===== config.mk =====
export PLATFORM = sky130hd
export DESIGN_NAME = switch_command_sequencer
export DESIGN_NICKNAME = d
export VERILOG_FILES = /design/src/rtl/switch_cmd_pkg.sv /design/src/rtl/cmd_fifo.sv /design/src/rtl/switch_command_sequencer.sv
export SDC_FILE = /design/constraint.sdc
export NUM_CORES = 1
export LEC_CHECK = 0
export CAP_MARGIN = 20
export CORE_AREA = 2 2 138 174
export DETAILED_ROUTE_END_ITERATION = 10
export DIE_AREA = 0 0 140 176
export PLACE_DENSITY = 0.75
export SYNTH_ARGS = -nofsm -noshare
export SYNTH_HDL_FRONTEND = slang
export SYNTH_HIERARCHICAL = 1
export SYNTH_SLANG_ARGS = --single-unit

===== constraint.sdc =====
create_clock -name clk -period 3.8 [get_ports clk]
set_clock_uncertainty 0.15 [all_clocks]
set_input_delay 0.38 -clock clk [delete_from_list [all_inputs] [get_ports clk]]
set_output_delay 0.38 -clock clk [all_outputs]
set_load 0.01 [all_outputs]

===== src/rtl/switch_cmd_pkg.sv =====
// switch_cmd_pkg: opcodes, command word fields and sequencer states for the MT8816 feeder
package switch_cmd_pkg;
  localparam logic [3:0] OP_RESET = 4'b0001;
  localparam logic [3:0] OP_CONNECT = 4'b0010;
  localparam int CMD_RST_BIT = 15;
  localparam int CMD_DATA_BIT = 11;
  localparam int CMD_AY_MSB = 9;
  localparam int CMD_AY_LSB = 7;
  localparam int CMD_SW_BIT = 4;
  localparam int CMD_AX_MSB = 3;
  localparam int CMD_AX_LSB = 0;
  typedef enum logic [2:0] {S_INIT, S_IDLE, S_ISSUE, S_GAP, S_WAIT} state_t;
  function automatic logic [3:0] cmd_op(input logic [15:0] w);
    return w[CMD_RST_BIT] ? OP_RESET : OP_CONNECT;
  endfunction
  function automatic logic [15:0] cmd_data(input logic [15:0] w);
    return {1'b0, w[CMD_RST_BIT-1:0]};
  endfunction
endpackage


===== src/rtl/cmd_fifo.sv =====
// cmd_fifo: DEPTH x 16 synchronous FIFO with registered full/empty/level
module cmd_fifo #(
  parameter int DEPTH = 16
) (
  input  logic                     clk,
  input  logic                     rst,
  input  logic                     wr_en,
  input  logic [15:0]              wr_data,
  input  logic                     rd_en,
  output logic [15:0]              rd_data,
  output logic                     full,
  output logic                     empty,
  output logic [$clog2(DEPTH):0]   level,
  output logic                     drop
);
  localparam int AW = $clog2(DEPTH);
  localparam logic [AW:0] FULL_LV = DEPTH[AW:0];
  logic [15:0] r_mem [DEPTH];
  logic [AW-1:0] r_wp, r_rp;
  logic [AW:0] r_level, w_next;
  logic r_full, r_empty, w_wr, w_rd;
  assign w_rd = rd_en && !r_empty;
  // a pop frees a slot in the same cycle, so a write at full is still taken
  assign w_wr = wr_en && (!r_full || w_rd);
  assign w_next = r_level + {{AW{1'b0}}, w_wr} - {{AW{1'b0}}, w_rd};
  assign rd_data = r_mem[r_rp];
  assign full = r_full;
  assign empty = r_empty;
  assign level = r_level;
  assign drop = wr_en && !w_wr;
  always_ff @(posedge clk)
    if (w_wr) r_mem[r_wp] <= wr_data;
  always_ff @(posedge clk or posedge rst) begin
    if (rst) begin
      r_wp <= '0;
      r_rp <= '0;
      r_level <= '0;
      r_full <= 1'b0;
      r_empty <= 1'b1;
    end else begin
      if (w_wr) r_wp <= r_wp + 1'b1;
      if (w_rd) r_rp <= r_rp + 1'b1;
      r_level <= w_next;
      r_full <= w_next == FULL_LV;
      r_empty <= w_next == '0;
    end
  end
endmodule


===== src/rtl/switch_command_sequencer.sv =====
// switch_command_sequencer: buffers switch commands and drains them into the MT8816
// interface one at a time over the cs/op/data/rdy handshake, with per-command timeout.
module switch_command_sequencer
  import switch_cmd_pkg::*;
#(
  parameter int DEPTH = 16,
  parameter int TIMEOUT = 64,
  parameter bit INIT_CLEAR = 1'b1
) (
  input  logic                   clk,
  input  logic                   rst,
  input  logic                   wr_en,
  input  logic [15:0]            wr_data,
  input  logic                   go,
  input  logic                   abort,
  output logic                   full,
  output logic                   empty,
  output logic [$clog2(DEPTH):0] level,
  output logic                   busy,
  output logic                   done,
  output logic                   timeout_err,
  output logic                   wr_drop,
  output logic                   sw_cs,
  output logic [3:0]             sw_op,
  output logic [15:0]            sw_data,
  input  logic                   sw_rdy
);
  localparam logic [7:0] TO_LAST = 8'(TIMEOUT - 1);
  localparam state_t S_RST = INIT_CLEAR ? S_INIT : S_IDLE;
  state_t r_state;
  logic [7:0] r_cnt;
  logic [15:0] w_head, r_data;
  logic [3:0] r_op;
  logic r_cs, r_busy, r_done, r_terr, r_drop, r_init, r_abort;
  logic w_pop, w_drop, w_abort, w_finish;
  assign w_pop = r_state == S_ISSUE;
  assign w_abort = r_abort || abort;
  assign w_finish = sw_rdy ? (r_init || empty || w_abort) : (r_cnt == TO_LAST);
  assign sw_cs = r_cs;
  assign sw_op = r_op;
  assign sw_data = r_data;
  assign busy = r_busy;
  assign done = r_done;
  assign timeout_err = r_terr;
  assign wr_drop = r_drop;
  cmd_fifo #(.DEPTH(DEPTH)) u_fifo (
    .clk(clk), .rst(rst), .wr_en(wr_en), .wr_data(wr_data), .rd_en(w_pop),
    .rd_data(w_head), .full(full), .empty(empty), .level(level), .drop(w_drop)
  );
  // the cs pulse becomes visible in the cycle after ISSUE/INIT, i.e. while in GAP
  always_ff @(posedge clk or posedge rst) begin
    if (rst) begin
      r_state <= S_RST;
      r_cnt <= '0;
      r_cs <= 1'b0;
      r_op <= '0;
      r_data <= '0;
      r_busy <= 1'b0;
      r_done <= 1'b0;
      r_terr <= 1'b0;
      r_drop <= 1'b0;
      r_init <= 1'b0;
      r_abort <= 1'b0;
    end else begin
      r_cs <= 1'b0;
      r_done <= 1'b0;
      if (w_drop) r_drop <= 1'b1;
      if (abort && r_state != S_IDLE) r_abort <= 1'b1;
      case (r_state)
        S_INIT: begin
          r_cs <= 1'b1;
          r_op <= OP_RESET;
          r_data <= '0;
          r_init <= 1'b1;
          r_busy <= 1'b1;
          r_state <= S_GAP;
        end
        S_IDLE: begin
          r_done <= go && empty;
          if (go && !empty) begin
            r_terr <= 1'b0;
            r_busy <= 1'b1;
            r_state <= S_ISSUE;
          end
        end
        S_ISSUE: begin
          r_cs <= 1'b1;
          r_op <= cmd_op(w_head);
          r_data <= cmd_data(w_head);
          r_state <= S_GAP;
        end
        S_GAP: begin
          r_op <= '0;
          r_cnt <= '0;
          r_state <= S_WAIT;
        end
        S_WAIT: begin
          r_cnt <= r_cnt + 1'b1;
          if (!sw_rdy && r_cnt == TO_LAST) r_terr <= 1'b1;
          if (w_finish) begin
            r_done <= !r_init;
            r_init <= 1'b0;
            r_abort <= 1'b0;
            r_busy <= 1'b0;
            r_state <= S_IDLE;
          end else if (sw_rdy) r_state <= S_ISSUE;
        end
        default: r_state <= S_IDLE;
      endcase
    end
  end
endmodule


Word level (Yosys, flattened, before mapping) --
Memory sizes are Yosys's and may differ from the RTL's. Cells that the tools add are included.
Operators by class: add/sub/neg operators 5, multipliers 0, divide/modulo/power cells 0, order comparisons 0, equal/unequal tests 11, shifts and indexed selects 0, mux-type cells 24, bitwise logic cells 0, reductions and logical operators 29
Operators by type and width (count):
- 16-bit one-hot mux with 2 select lines | 1
- 8-bit one-hot mux with 2 select lines | 1
- 1-bit 2-to-1 mux | 12
- 3-bit one-hot mux with 4 select lines | 1
- 4-bit one-hot mux with 3 select lines | 1
- 3-bit 2-to-1 mux | 3
- 4-bit by 1-bit adder with 4-bit output, second input constant | 2
- 8-bit by 1-bit adder with 8-bit output, second input constant | 1
- 8-bit by 6-bit == test with 1-bit output, second input constant | 1
- 2-bit nonzero test | 4
- 1-bit logical AND | 7
- 3-bit by 2-bit == test with 1-bit output, second input constant | 2
- 2-bit != test, second input constant | 3
- 1-bit one-hot mux with 2 select lines | 3
- 3-bit AND reduction | 2
- 3-bit nonzero test | 2
- 5-bit by 1-bit adder with 5-bit output | 1
- 5-bit == test, second input constant | 1
- 1-bit zero test | 5
- 5-bit zero test | 1
- 5-bit by 1-bit subtractor with 5-bit output | 1
- 1-bit logical OR | 4
- 2-bit AND reduction | 2
- 3-bit by 1-bit == test with 1-bit output, second input constant | 1
- 7 further kinds | 7
Word-level totals: register bits after elaboration 53, bits in latches 0, memory bits (writable) 256, ROM bits 0, input port bits 22, output and inout bits 32, word-level logic and storage cells 86, memories 1
Memories:
- u_fifo.r_mem | words 16, bits a word 16, rd ports 1, clocked after memory_dff 0, write ports 1, line cmd_fifo.sv:18 | logic [15:0] r_mem [DEPTH];

Depth between registers and ports, before layout --
Gate-level depths: netlist of the first run.
depth after elaboration 7, mapped depth 17, depth with buffers taken out 14

Cells and area by module --
Netlist of the first run, hierarchy kept.
Modules (own cells, without submodules):
- cmd_fifo | instances 1, cells each 547, area an instance 10704.0 um^2, sequential area each 8064.0 um^2
- switch_command_sequencer | instances 1, cells each 165, area an instance 1589.0 um^2, sequential area each 875.8 um^2

Worst setup path after synthesis of the first run --
OpenSTA, ideal clock, no wires.
path type reg2reg, start point reg r_state[0], end point mem u_fifo.r_mem[1][0], enable pin, setup time 0.430 ns, arrival time 3.379 ns, data required time 3.220 ns, setup slack -0.160 ns, cell stages (with the launch flop) 10, path buffers 3, period minus slack after synthesis 3.960 ns, cells stage by stage dfrtp_1 > buf_6 > or2_2 > buf_2 > clkbuf_1 > nor2_1 > nand2b_4 > a21boi_2 > inv_1 > nor4_1
On the way: cells in the longest elaborated chain, start to end 6
Ends and longest elaborated chain:
- start, declared | line switch_command_sequencer.sv:30 | state_t r_state;
- start signal, assigned | line switch_command_sequencer.sv:53 | r_state <= S_RST;
- start signal, assigned | line switch_command_sequencer.sv:76 | r_state <= S_GAP;
- start signal, assigned | line switch_command_sequencer.sv:83 | r_state <= S_ISSUE;
- 3-bit by 2-bit == test with 1-bit output | line switch_command_sequencer.sv:36 | assign w_pop = r_state == S_ISSUE;
- named net w_pop | line switch_command_sequencer.sv:35 | logic w_pop, w_drop, w_abort, w_finish;
- 1-bit logical AND | line cmd_fifo.sv:22 | assign w_rd = rd_en && !r_empty;
- 1-bit logical OR | line cmd_fifo.sv:24 | assign w_wr = wr_en && (!r_full || w_rd);
- 1-bit logical AND | line cmd_fifo.sv:24
- 1-bit 2-to-1 mux | line cmd_fifo.sv:32 | if (w_wr) r_mem[r_wp] <= wr_data;
- 1-bit 2-to-1 mux (implied by the code) | line cmd_fifo.sv:32
- end, declared | line cmd_fifo.sv:18
The timed path passes the listed nets, and every way through them passes these cells.

Worst setup path after layout of the first run --
start point reg r_state[2], end point reg u_fifo.r_empty (netlist: u_fifo/empty)
On the way: cells in the longest elaborated chain, start to end 7
Ends and longest elaborated chain:
- 3-bit by 2-bit == test with 1-bit output * | line switch_command_sequencer.sv:36
- named net w_pop | line switch_command_sequencer.sv:35
- 1-bit logical AND * | line cmd_fifo.sv:22
- 1-bit logical OR | line cmd_fifo.sv:24
- 1-bit logical AND | line cmd_fifo.sv:24
- 5-bit by 1-bit adder with 5-bit output | line cmd_fifo.sv:25 | assign w_next = r_level + {{AW{1'b0}}, w_wr} - {{AW{1'b0}}, w_rd};
- 5-bit by 1-bit subtractor with 5-bit output * | line cmd_fifo.sv:25
- named net u_fifo.w_next[1] | line cmd_fifo.sv:20 | logic [AW:0] r_level, w_next;
- 5-bit zero test * | line cmd_fifo.sv:45 | r_empty <= w_next == '0;
- end signal, assigned | line cmd_fifo.sv:39 | r_empty <= 1'b1;
- end signal, assigned | line cmd_fifo.sv:45
- end, declared | line cmd_fifo.sv:21 | logic r_full, r_empty, w_wr, w_rd;
The timed path passes the listed nets; every way through them passes the cells marked *. A chain may end at the register's enable or synchronous reset.

==> summary.txt, run 1 <==
Status -> finished with violations
Failing checks -> design-rule violations
RR Startpoint -> r_state[2]$_DFFE_PP0P_
Clock share of power -> 25.5%
Fin. Hold Viols -> 0
Predominant post-synthesis flop cell -> edfxtp_1
Synth Instances -> 712
Worst hold path type -> primary input to async pin
Pwr dens -> 732.0 mW/mm2
DIE HEIGHT -> 176 um
Largest net degree at the start of global routing -> 36
CP Max Fanout -> 9
Port-buffer cells -> 50
# setup viols final -> 0
Asr flop ratio synth -> 16.34%
Total number of vias -> 6598
Detailed Route WL -> 24860 um
CP arrival -> 3.85 ns
IO Pins -> 54
Die width -> 140 um
Part of the power in registers -> 43.3%
Share of layout cells above drive strength 1 -> 19.43%
Initial antenna violation count -> 0
Number of flops mapped to enable cells by yosys -> 256
Routed wire per std cell -> 22.68 um
Vias/cell -> 6.020
Depth of the most critical reg-to-reg path -> 14
Htree depth -> 1
Yosys top cell area share -> 62.53%
Worst Max-Slew Pin Slew -> 0.7736 ns
Crit path capture type -> register
Clock sink count -> 306
Net Sw Power -> 3233 uW
Clock Path Buffers -> 3
Flip-flop and latch count after synthesis -> 306
Most common cell in the netlist -> edfxtp_1
CP required -> 4.14 ns
Area contributors post-synth -> edfxtp_1, dfrtp_1, mux4_2
Initial DRC count -> 538
Placeable core area -> 0.02288 mm2
Initial Util -> 53.72%
FP Rows -> 62
Root Driver -> clkbuf_16
Total setup buffers inserted after CTS -> 0
Combinational power share -> 31.2%
Setup TNS -> 0 ns
VDD IR max -> 0.4045 mV
Post-route insts no fill -> 1096
CP startpoint kind -> register
Pleak -> 0.004984 uW
Post-synth top cells -> edfxtp_1, dfrtp_1, nand2_1
Cell variety after synth -> 55
Slew Limit Fails -> 0
Register area share after synthesis -> 72.72%
Antenna viol nets, final -> 0
GR Util All Layers -> 20.47%
Clock Latency Late Sink -> 0.55 ns
Number of buffers created by CTS -> 28
Final Net Count -> 820
Final worst-path cycle share -> 92.42%
Number of global-route vias before repair -> 6957
Inserted Diodes -> 0
Total of max-cap violations -> 0
Total power -> 10290 uW
DR pass1 iterations -> 7
Flop2flop setup slack -> 0.29 ns
Switching part of the total -> 31.43%
Post-DP HPWL -> 15760 um
Total global routing overflow -> 0
RR Endpoint -> u_fifo/empty$_DFF_PP1_
RePlAce Congestion -> 0.8526
Synth Area per Inst -> 17.27 um2
Reg clk slew, reported paths -> 0.06 ns
Worst rel slew slack -> 48.43%
Post-CTS Hold Buffers -> 0
First-pass GRT wire length -> 39030 um
Drt drc -> 8
Yosys warning total -> 6
DP Cell Count -> 1044
Full die area -> 0.02464 mm2
Synth-to-layout area growth -> 14.31%
Mapped Area -> 0.01229 mm2
Int Pwr -> 7053 uW
Crit Path Class -> register to register
CTS resizes -> 0
RSZ-0062 raised after global routing -> false
Maximum operating frequency -> 284.7 MHz
Largest area contributor in the netlist -> edfxtp_1
Crit path time final -> 3.512 ns
TritonCTS clock tree -> yes
## worst max-delay path, cell delays in order (launching register included)
cell	delay (ns)
dfrtp_1	0.47
or2_2	0.32
nor2_1	0.18
nand2b_4	0.10
a21boi_2	0.17
inv_1	0.18
ha_1	0.34
inv_1	0.06
ha_1	0.15
inv_1	0.06
fa_1	0.48
inv_1	0.07
nor4_1	0.32
mux2i_1	0.15
o21ba_2	0.25
## placed cells by master (no fill, tap or decap), types with 5 or more instances in the layout
| master | n |
|---|---|
| a221o_1 | 16 |
| o22ai_1 | 18 |
| ha_1 | 11 |
| mux2_2 | 32 |
| edfxtp_1 | 256 |
| mux2i_1 | 33 |
| nand3_1 | 22 |
| nand2_1 | 46 |
| nand2b_1 | 5 |
| a21oi_1 | 8 |
| clkdlybuf4s50_1 | 50 |
| inv_1 | 21 |
| nor3_1 | 19 |
| clkinv_2 | 10 |
| nor2_1 | 13 |
| buf_4 | 31 |
| and2_1 | 11 |
| a22o_1 | 17 |
| mux4_2 | 32 |
| clkbuf_16 | 28 |
| xnor2_1 | 8 |
| o21ai_0 | 7 |
| dfrtp_1 | 48 |
## registers in the layout, summed over array words and instances (netlist names)
register,cells
u_fifo/r_mem,256
sw_data,15
r_cnt,8
u_fifo/level,5
u_fifo/r_rp,4
u_fifo/r_wp,4
r_state,3
sw_op,2
busy,1
done,1
r_abort,1
r_init,1
sw_cs,1
timeout_err,1
u_fifo/empty,1
u_fifo/full,1
wr_drop,1
## power groups by stage
stage	Sequential, uW	Combinational (uW)	Clock [uW]
6_report	4460	3200	2620
3_3_place_gp	4490	3060	0
5_1_grt	4510	3470	2790
2_1_floorplan	4390	2310	0
3_5_place_dp	4520	3180	0
4_1_cts	4460	3210	2660
## how the worst max path moves through the flow
stage | cells past startpoint | start | endpoint
2_1_floorplan | 9 | r_state[0]$_DFFE_PP0P_ | u_fifo/r_mem[1][0]$_DFFE_PP_
3_3_place_gp | 14 | r_state[2]$_DFFE_PP0P_ | u_fifo/empty$_DFF_PP1_
3_5_place_dp | 14 | r_state[2]$_DFFE_PP0P_ | u_fifo/empty$_DFF_PP1_
4_1_cts | 14 | r_state[2]$_DFFE_PP0P_ | u_fifo/empty$_DFF_PP1_
5_1_grt | 14 | r_state[2]$_DFFE_PP0P_ | u_fifo/empty$_DFF_PP1_
6_report | 14 | r_state[2]$_DFFE_PP0P_ | u_fifo/empty$_DFF_PP1_
## layer usage
layer	global-route usage, %	vias up	routed length, um
li1	-	2923	-
met1	26.14	3376	9989
met2	36.66	247	12900
met3	2.848	52	1338
met4	6.397	0	626
met5	0	-	0
## layout make-up
class | instances | area (um2)
inverter | 22 | 82.58
multi-input combinational | 346 | 3053
sequential | 306 | 8944
clock buffer | 32 | 715.7
fill | 1559 | 8832
tap | 288 | 360.3
clock inverter | 20 | 143.9
timing repair buffer | 82 | 753.2
## through the flow
stage	hold WS [ns]	util, %	setup WS [ns]	instance area [um2]
6_report	0.09873	61.41	0.2879	14050
5_1_grt	0.1559	61.41	0.06675	14050
4_1_cts	0.1152	61.41	0.3012	14050
3_5_place_dp	0.3121	57.65	0.3158	13190
3_3_place_gp	0.3058	57.65	0.4846	13190
2_1_floorplan	0.1308	-	-0.1596	12300
## kinds of logic (layout without fill, tap and decap cells)
family / after synthesis / count (layout) / synth area share, %
other cells: 1 / 3 / 0.03051
xor+xnor: 10 / 10 / 0.7125
simple gates: 142 / 142 / 5.934
fa+ha+maj: 12 / 12 / 1.282
buf+inv: 62 / 156 / 2.707
compound gates: 82 / 82 / 5.130
flops: 306 / 306 / 72.72
mux: 97 / 97 / 11.48
Power figures use the tool's default switching activity.
==> inputs of run 2 (changes only) <==
--- a/config.mk
+++ b/config.mk
@@ -9,6 +9,7 @@
 export CORE_AREA = 2 2 138 174
 export DETAILED_ROUTE_END_ITERATION = 10
 export DIE_AREA = 0 0 140 176
+export MAX_ROUTING_LAYER = met4
 export PLACE_DENSITY = 0.75
 export SYNTH_ARGS = -nofsm -noshare
 export SYNTH_HDL_FRONTEND = slang
==> run 2 against run 1 <==
Compared with the run above:
- utilization stayed put
- the run still ends with design-rule violations left
- register-to-register slack is essentially flat
- global-route usage increased by 0.65 points
- first-iteration DRC count up 7.2%
==> summary.txt, run 2 (synthesis gave the netlist of run 1 again) <==
Status -> finished with violations
Failing checks -> design-rule violations
Maximum operating frequency -> 285.6 MHz
Crit path time final -> 3.501 ns
Bufs and invs on worst path -> 4
Share of layout cells above drive strength 1 -> 19.43%
Final Net Count -> 820
Total global routing overflow -> 0
FP Rows -> 62
GR Util All Layers -> 21.12%
RSZ-0062 raised after global routing -> false
DR pass1 iterations -> 8
Commonest non-fill, non-tap cell in the layout -> edfxtp_1
Max FFs per register -> 256
Full die area -> 0.02464 mm2
Fin. Hold Viols -> 0
Worst hold path type -> primary input to async pin
Cell family with most CP delay -> adder cells
Clock sink count -> 306
Detailed Route WL -> 24880 um
Cell area after layout -> 0.01405 mm2
First-pass GRT wire length -> 39050 um
Cell mode on critical path -> inv_1
Post-CTS Hold Buffers -> 0
# setup viols final -> 0
Root Driver -> clkbuf_16
CP startpoint kind -> register
Routed wire per std cell -> 22.70 um
CP required -> 4.14 ns
Combinational power share -> 31.2%
Total of max-cap violations -> 0
Top reg by flops -> u_fifo/r_mem
Clock Latency Late Sink -> 0.55 ns
Reg clk slew, reported paths -> 0.06 ns
Largest net degree at the start of global routing -> 36
VDD IR max -> 0.4041 mV
Htree depth -> 1
CP arrival -> 3.84 ns
Largest stage delay, worst path -> 0.48 ns
Number of buffers created by CTS -> 28
DP Area -> 0.01319 mm2
Pwr dens -> 732.3 mW/mm2
Crit path capture type -> register
DIE HEIGHT -> 176 um
Int Pwr -> 7053 uW
Initial DRC count -> 577
Crit Path Class -> register to register
Slowest CP cell -> fa_1
Die width -> 140 um
Total number of vias -> 6593
Final worst-path cycle share -> 92.14%
Clock share of power -> 25.5%
Switching part of the total -> 31.45%
Drt drc -> 8
Most frequent cells in the layout -> edfxtp_1, clkdlybuf4s50_1, dfrtp_1, nand2_1, mux2i_1
CP Max Fanout -> 9
Port-buffer cells -> 50
Synth-to-layout area growth -> 14.31%
Worst Max-Slew Pin Slew -> 0.7765 ns
Slew Limit Fails -> 0
Fillcell total -> 1559
Worst rel slew slack -> 48.23%
Pleak -> 0.004984 uW
Part of the power in registers -> 43.3%
Number of global-route vias before repair -> 6950
Initial antenna violation count -> 0
IO Pins -> 54
Crit path cell chain -> or2_2 -> nor2_1 -> nand2b_4 -> a21boi_2 -> inv_1 -> ha_1 -> inv_1 -> ha_1 -> inv_1 -> fa_1 -> inv_1 -> nor4_1 -> mux2i_1 -> o21ba_2
CTS resizes -> 0
Inserted Diodes -> 0
RePlAce Congestion -> 0.8662
TritonCTS clock tree -> yes
Total power -> 10290 uW
Antenna viol nets, final -> 0
Initial Util -> 53.72%
Vias/cell -> 6.016
Clock Path Buffers -> 3
Total setup buffers inserted after CTS -> 0
Net Sw Power -> 3237 uW
Placeable core area -> 0.02288 mm2
Post-DP HPWL -> 15760 um
## run 2: cell counts in the layout (fill, tap and decap cells not counted)
Identical to the previous run, type by type.
## run 2: power by group through the flow
stage / Clock (uW) / Sequential (uW) / Combinational [uW]
floorplan: 0 / 4390 / 2310
global placement: 0 / 4490 / 3060
detailed placement: 0 / 4520 / 3180
CTS: 2660 / 4460 / 3210
global route: 2790 / 4510 / 3460
finish: 2630 / 4460 / 3210
## run 2: layout make-up
| cell class | count | area, um2 | area share (%) |
|---|---|---|---|
| multi-input combinational | 346 | 3053 | 21.73 |
| tap | 288 | 360.3 | 2.564 |
| clock buffer | 32 | 715.7 | 5.093 |
| timing repair buffer | 82 | 753.2 | 5.360 |
| sequential | 306 | 8944 | 63.65 |
| inverter | 22 | 82.58 | 0.5877 |
| clock inverter | 20 | 143.9 | 1.024 |
## run 2: layer usage
layer	vias up	routed length, um	share of wire (%)	global-route usage [%]
met4	0	575	2.3	6.397
met5	-	0	0	-
li1	2923	-	-	-
met2	249	13060	52	36.72
met1	3371	9934	40	26.16
met3	50	1317	5.3	2.848
## run 2: worst paths after layout
| path | startpoint | to | slack (ns) | depth (start not counted) |
|---|---|---|---|---|
| worst max register to register | r_state[2]$_DFFE_PP0P_ | u_fifo/empty$_DFF_PP1_ | 0.30 | 14 |
| worst min register to register | sw_data[8]$_DFFE_PP0P_ | sw_data[8]$_DFFE_PP0P_ | 0.32 | 2 |
| worst min-delay path | rst | u_fifo/r_rp[2]$_DFFE_PP0P_ | 0.10 | 2 |
| worst max-delay path | r_state[2]$_DFFE_PP0P_ | u_fifo/empty$_DFF_PP1_ | 0.30 | 14 |
| min in group clk | sw_data[8]$_DFFE_PP0P_ | sw_data[8]$_DFFE_PP0P_ | 0.32 | 2 |
| max in group asynchronous | rst | u_fifo/r_rp[0]$_DFFE_PP0P_ | 2.96 | 2 |
## run 2: per-stage QoR
stage	std cells	util [%]	TNS (ns)	setup WS (ns)	hold WS, ns
after floorplan	714	-	-10.21	-0.1596	0.1308
after global placement	1044	57.65	0	0.4846	0.3058
after detailed placement	1044	57.65	0	0.3158	0.3121
after CTS	1096	61.41	0	0.3012	0.1152
after global routing	1096	61.41	0	0.06787	0.1559
final	1096	61.41	0	0.2987	0.1013
